===== src/rtl/button_debouncer.sv =====
// Push-button debouncer: multi-flop synchronizer feeding a four-state qualifier FSM
// that accepts a new level only after it holds for STABLE_CYCLES synchronized cycles.
module button_debouncer #(
  parameter int unsigned STABLE_CYCLES = 1000000,
  parameter int unsigned SYNC_STAGES   = 2
) (
  input  logic clk,
  input  logic rst,
  input  logic btn_noisy,
  output logic btn_db,
  output logic btn_rise,
  output logic btn_fall,
  output logic busy
);

  localparam int unsigned CntW = $clog2(STABLE_CYCLES + 1);
  localparam logic [CntW-1:0] CntLast = CntW'(STABLE_CYCLES - 1);
  localparam logic [CntW-1:0] CntOne  = CntW'(1);

  typedef enum logic [1:0] {
    StStableLow,
    StWaitHigh,
    StStableHigh,
    StWaitLow
  } state_e;

  state_e          state_q, state_d;
  logic [CntW-1:0] cnt_q, cnt_d;
  logic            db_d, rise_d, fall_d;

  logic [SYNC_STAGES-1:0] sync_chain;
  logic                   sync_q;

  assign sync_q = sync_chain[SYNC_STAGES-1];

  always_ff @(posedge clk) begin
    if (rst) begin
      sync_chain <= '0;
    end else begin
      sync_chain <= {sync_chain[SYNC_STAGES-2:0], btn_noisy};
    end
  end

  always_ff @(posedge clk) begin
    if (rst) begin
      state_q  <= StStableLow;
      cnt_q    <= '0;
      btn_db   <= 1'b0;
      btn_rise <= 1'b0;
      btn_fall <= 1'b0;
    end else begin
      state_q  <= state_d;
      cnt_q    <= cnt_d;
      btn_db   <= db_d;
      btn_rise <= rise_d;
      btn_fall <= fall_d;
    end
  end

  // An opposing sample always aborts, even when the counter is at its terminal value.
  always_comb begin
    state_d = state_q;
    cnt_d   = cnt_q;
    db_d    = btn_db;
    rise_d  = 1'b0;
    fall_d  = 1'b0;
    unique case (state_q)
      StStableLow: begin
        cnt_d = '0;
        db_d  = 1'b0;
        if (sync_q) begin
          state_d = StWaitHigh;
          cnt_d   = CntOne;
        end
      end
      StWaitHigh: begin
        if (!sync_q) begin
          state_d = StStableLow;
          cnt_d   = '0;
        end else if (cnt_q == CntLast) begin
          state_d = StStableHigh;
          cnt_d   = '0;
          db_d    = 1'b1;
          rise_d  = 1'b1;
        end else begin
          cnt_d = cnt_q + CntOne;
        end
      end
      StStableHigh: begin
        cnt_d = '0;
        db_d  = 1'b1;
        if (!sync_q) begin
          state_d = StWaitLow;
          cnt_d   = CntOne;
        end
      end
      StWaitLow: begin
        if (sync_q) begin
          state_d = StStableHigh;
          cnt_d   = '0;
        end else if (cnt_q == CntLast) begin
          state_d = StStableLow;
          cnt_d   = '0;
          db_d    = 1'b0;
          fall_d  = 1'b1;
        end else begin
          cnt_d = cnt_q + CntOne;
        end
      end
      default: begin
        state_d = StStableLow;
        cnt_d   = '0;
        db_d    = 1'b0;
      end
    endcase
  end

  always_comb begin
    busy = (state_q == StWaitHigh) || (state_q == StWaitLow);
  end

endmodule


===== config.mk =====
export PLATFORM = sky130hd
export DESIGN_NAME = button_debouncer
export DESIGN_NICKNAME = d
export VERILOG_FILES = /design/src/rtl/button_debouncer.sv
export SDC_FILE = /design/constraint.sdc
export NUM_CORES = 1
export LEC_CHECK = 0
export ABC_AREA = 1
export ABC_CLOCK_PERIOD_IN_PS = 1730
export CAP_MARGIN = 40
export CORE_ASPECT_RATIO = 2
export CORE_UTILIZATION = 45
export CTS_CLUSTER_DIAMETER = 30
export DETAILED_ROUTE_END_ITERATION = 16
export SETUP_SLACK_MARGIN = 0.3
export SLEW_MARGIN = 5
export SYNTH_ARGS = -nofsm -noshare
export SYNTH_HDL_FRONTEND = slang
export SYNTH_SLANG_ARGS = --single-unit

===== constraint.sdc =====
create_clock -name clk -period 1.73 [get_ports clk]
set_input_delay 0.4325 -clock clk [delete_from_list [all_inputs] [get_ports clk]]
set_output_delay 0.4325 -clock clk [all_outputs]
set_load 0.01 [all_outputs]

==> results.toml <==
[synth]
ys_seq_area_share_pct = 39.38
syn_area_um2 = 1373
synthCells = 194
synth_nets = 202
ys_warn_count = 0
syn_area_per_cell_um2 = 7.075
synth_area_leaders = "dfxtp_1, nor2_1, nand2_1"
ys_types = 24
ys_seq_elements = 27
yosys.area.top_type = "dfxtp_1"
synth_top_area_share_pct = 39.38

[critical_path]
critPathCaptureType = "primary output"
cp.required_ns = 1.30
rrSetupSlack_ns = 0.31
slowest_stage = "dfxtp_4"
arrival_ns = 1.09
crit_top_cell = "inv_4"
worstRegToRegCells = 8
slowest_delay_ns = 0.39
path_cells = "inv_4 > ha_4 > inv_4 > nand2_4 > buf_6"
crit_fanout = 3
setup.worst_path.start_class = "flip-flop"
path_class = "reg2out"

[timing]
skew_ns = 0.005385
setup_viol = 0
rsz0062_at_grt = "yes"
fin_crit_sh_pct = 87.99
hold_viol = 0
slew_headroom_pct = 79.43
fin_crit_ns = 1.522
tightest_slew_ns = 0.3074
hold_ws_ns = 0.4205
fmax_mhz = 656.9
slew_viol_final = 0
setup_tns_ns = 0

[routing]
vias = 1234
routed_wl_um = 2907
wl_per_cell_um = 11.87
routed_via_density = 5.037
drc_errors = 0
first_pass_iters = 5
dr.first_iter.drc_count = 17
detail-route-antenna-nets = 0

[clock_tree]
cts_made_buffers = 3
cts_buffer_depth = 2
h-tree-depth = 1
clk_pin_slew_ns = 0.09
cts_tree = "yes"
cts.sinks = 27
clk_latency_ns = 0.27
cts-root-buf = "clkbuf_8"

[place]
gp_congestion = 0.7539
place_area_um2 = 1513
port_buffers = 6
hpwl_um = 2242

[layout]
final_nets = 224
diodes = 0
final_layout_size_suffix_gt1_share_pct = 25.58
syn2layout_area_growth_pct = 27.62
final_core_util_pct = 59.52
final_area_um2 = 1752

[floorplan]
core_um2 = 2943
start_util_pct = 46.64
die_area_um2 = 3288
die_h_um = 80.11
rows = 28
ios = 7
die_w_um = 41.05

[global_routing]
grt_max_degree = 15
grt_pass1_wl_um = 4526
grtUsageTotal_pct = 19.70
antenna_found_initial = 0
overflow = 0
first_global_vias = 1175

[power]
p_per_area_nw_per_um2 = 921.9
leakagePower_nw = 0.6839
irDropWorstVdd_uv = 811.1

[outcome]
outcome = "finished clean"

[min_path]
hold_class = "reg2reg"
min_path_cells = 2

[job]
maxCapViolCount = 0
## synthesized netlist by cell type, drive strengths merged
cell type and n:
xor2 7, inv 29, nor3 7, nand3 7, nand3b 1, buf 1
xnor2 2, o21ai 8, nand4 4, nand2 41, dfxtp 27, o21a 1
o21bai 1, a31oi 2, ha 5, nor2 45, a21oi 6
## cell families after synthesis
logic type,Yosys count,share of synthesized area (%)
simple gates,105,34.18
buf+inv,30,8.751
flops,27,39.38
compound gates,18,7.384
xor+xnor,9,5.743
fa+ha+maj,5,4.558
## layer usage
layer / GRT usage [%] / share of wire [%] / vias to the layer above
li1: - / - / 645
met1: 17.80 / 37 / 574
met2: 37.50 / 60 / 10
met3: 2.486 / 1.0 / 5
met4: 9.000 / 1.9 / 0
met5: 0 / 0 / -
## what timing repair did
item                                    CTS  global route
pin swaps                                 5             8
endpoints found under the setup margin   26            24
buffers inserted                          1             7
hold buffers                              0             0
resized for setup                        24            29
## worst paths after layout
path | from | endpoint
worst max-delay path | flip-flop | busy
worst min-delay path | sync_chain[0]$_SDFF_PP0_ | sync_chain[1]$_SDFF_PP0_
worst max register to register | flip-flop | cnt_q[19]$_SDFF_PP0_
worst min register to register | sync_chain[0]$_SDFF_PP0_ | sync_chain[1]$_SDFF_PP0_
## final cells by class
class	instances	area (µm²)
clock buffers	4	45.04
fillers	301	1191
inverters	29	118.9
multi-input cells	137	845.8
flip-flops and latches	27	556.8
well taps	30	37.54
repair buffers	18	147.6
## worst max-delay path, delay by kind of cell, from the launching register on
family / cells / cell delay [ns]
simple gates: 1 / 0.05
fa+ha+maj: 1 / 0.16
flops: 1 / 0.39
buf+inv: 3 / 0.23
## power by group
part / internal, W / switching [W]
combinational: 0.000245 / 0.000293
clock: 0.000165 / 0.000192
sequential: 0.000673 / 0.0000465
total: 0.00108 / 0.000531
## flip-flops by register name, indices dropped and copies added, names as in the netlist, named ones only
| name | count |
|---|---|
| cnt_q | 20 |
| state_q | 1 |
| sync_chain | 2 |
| btn_fall | 1 |
| btn_rise | 1 |
| btn_db | 1 |
## cell usage in the layout (no fill, tap or decap), types with 4 or more instances in the layout
| master | n |
|---|---|
| nand2_1 | 36 |
| o21ai_0 | 6 |
| dfxtp_1 | 20 |
| buf_4 | 12 |
| nand2_4 | 4 |
| nor2_4 | 7 |
| nand3_1 | 5 |
| xor2_1 | 7 |
| nor2_1 | 35 |
| nor3_1 | 4 |
| nand4_1 | 4 |
| dfxtp_2 | 4 |
| a21oi_1 | 6 |
| inv_1 | 22 |
| inv_2 | 4 |
## per-stage QoR
step,cells,total power [W],setup slack (ns)
after floorplan,194,0.0009782,0.3100
after global placement,233,0.001095,0.07662
after detailed placement,233,0.001111,0.03553
after CTS,238,0.001477,0.1465
after global routing,245,0.001734,0.1620
final,245,0.001615,0.2077
Note: power is estimated with default switching activity, not from simulation.
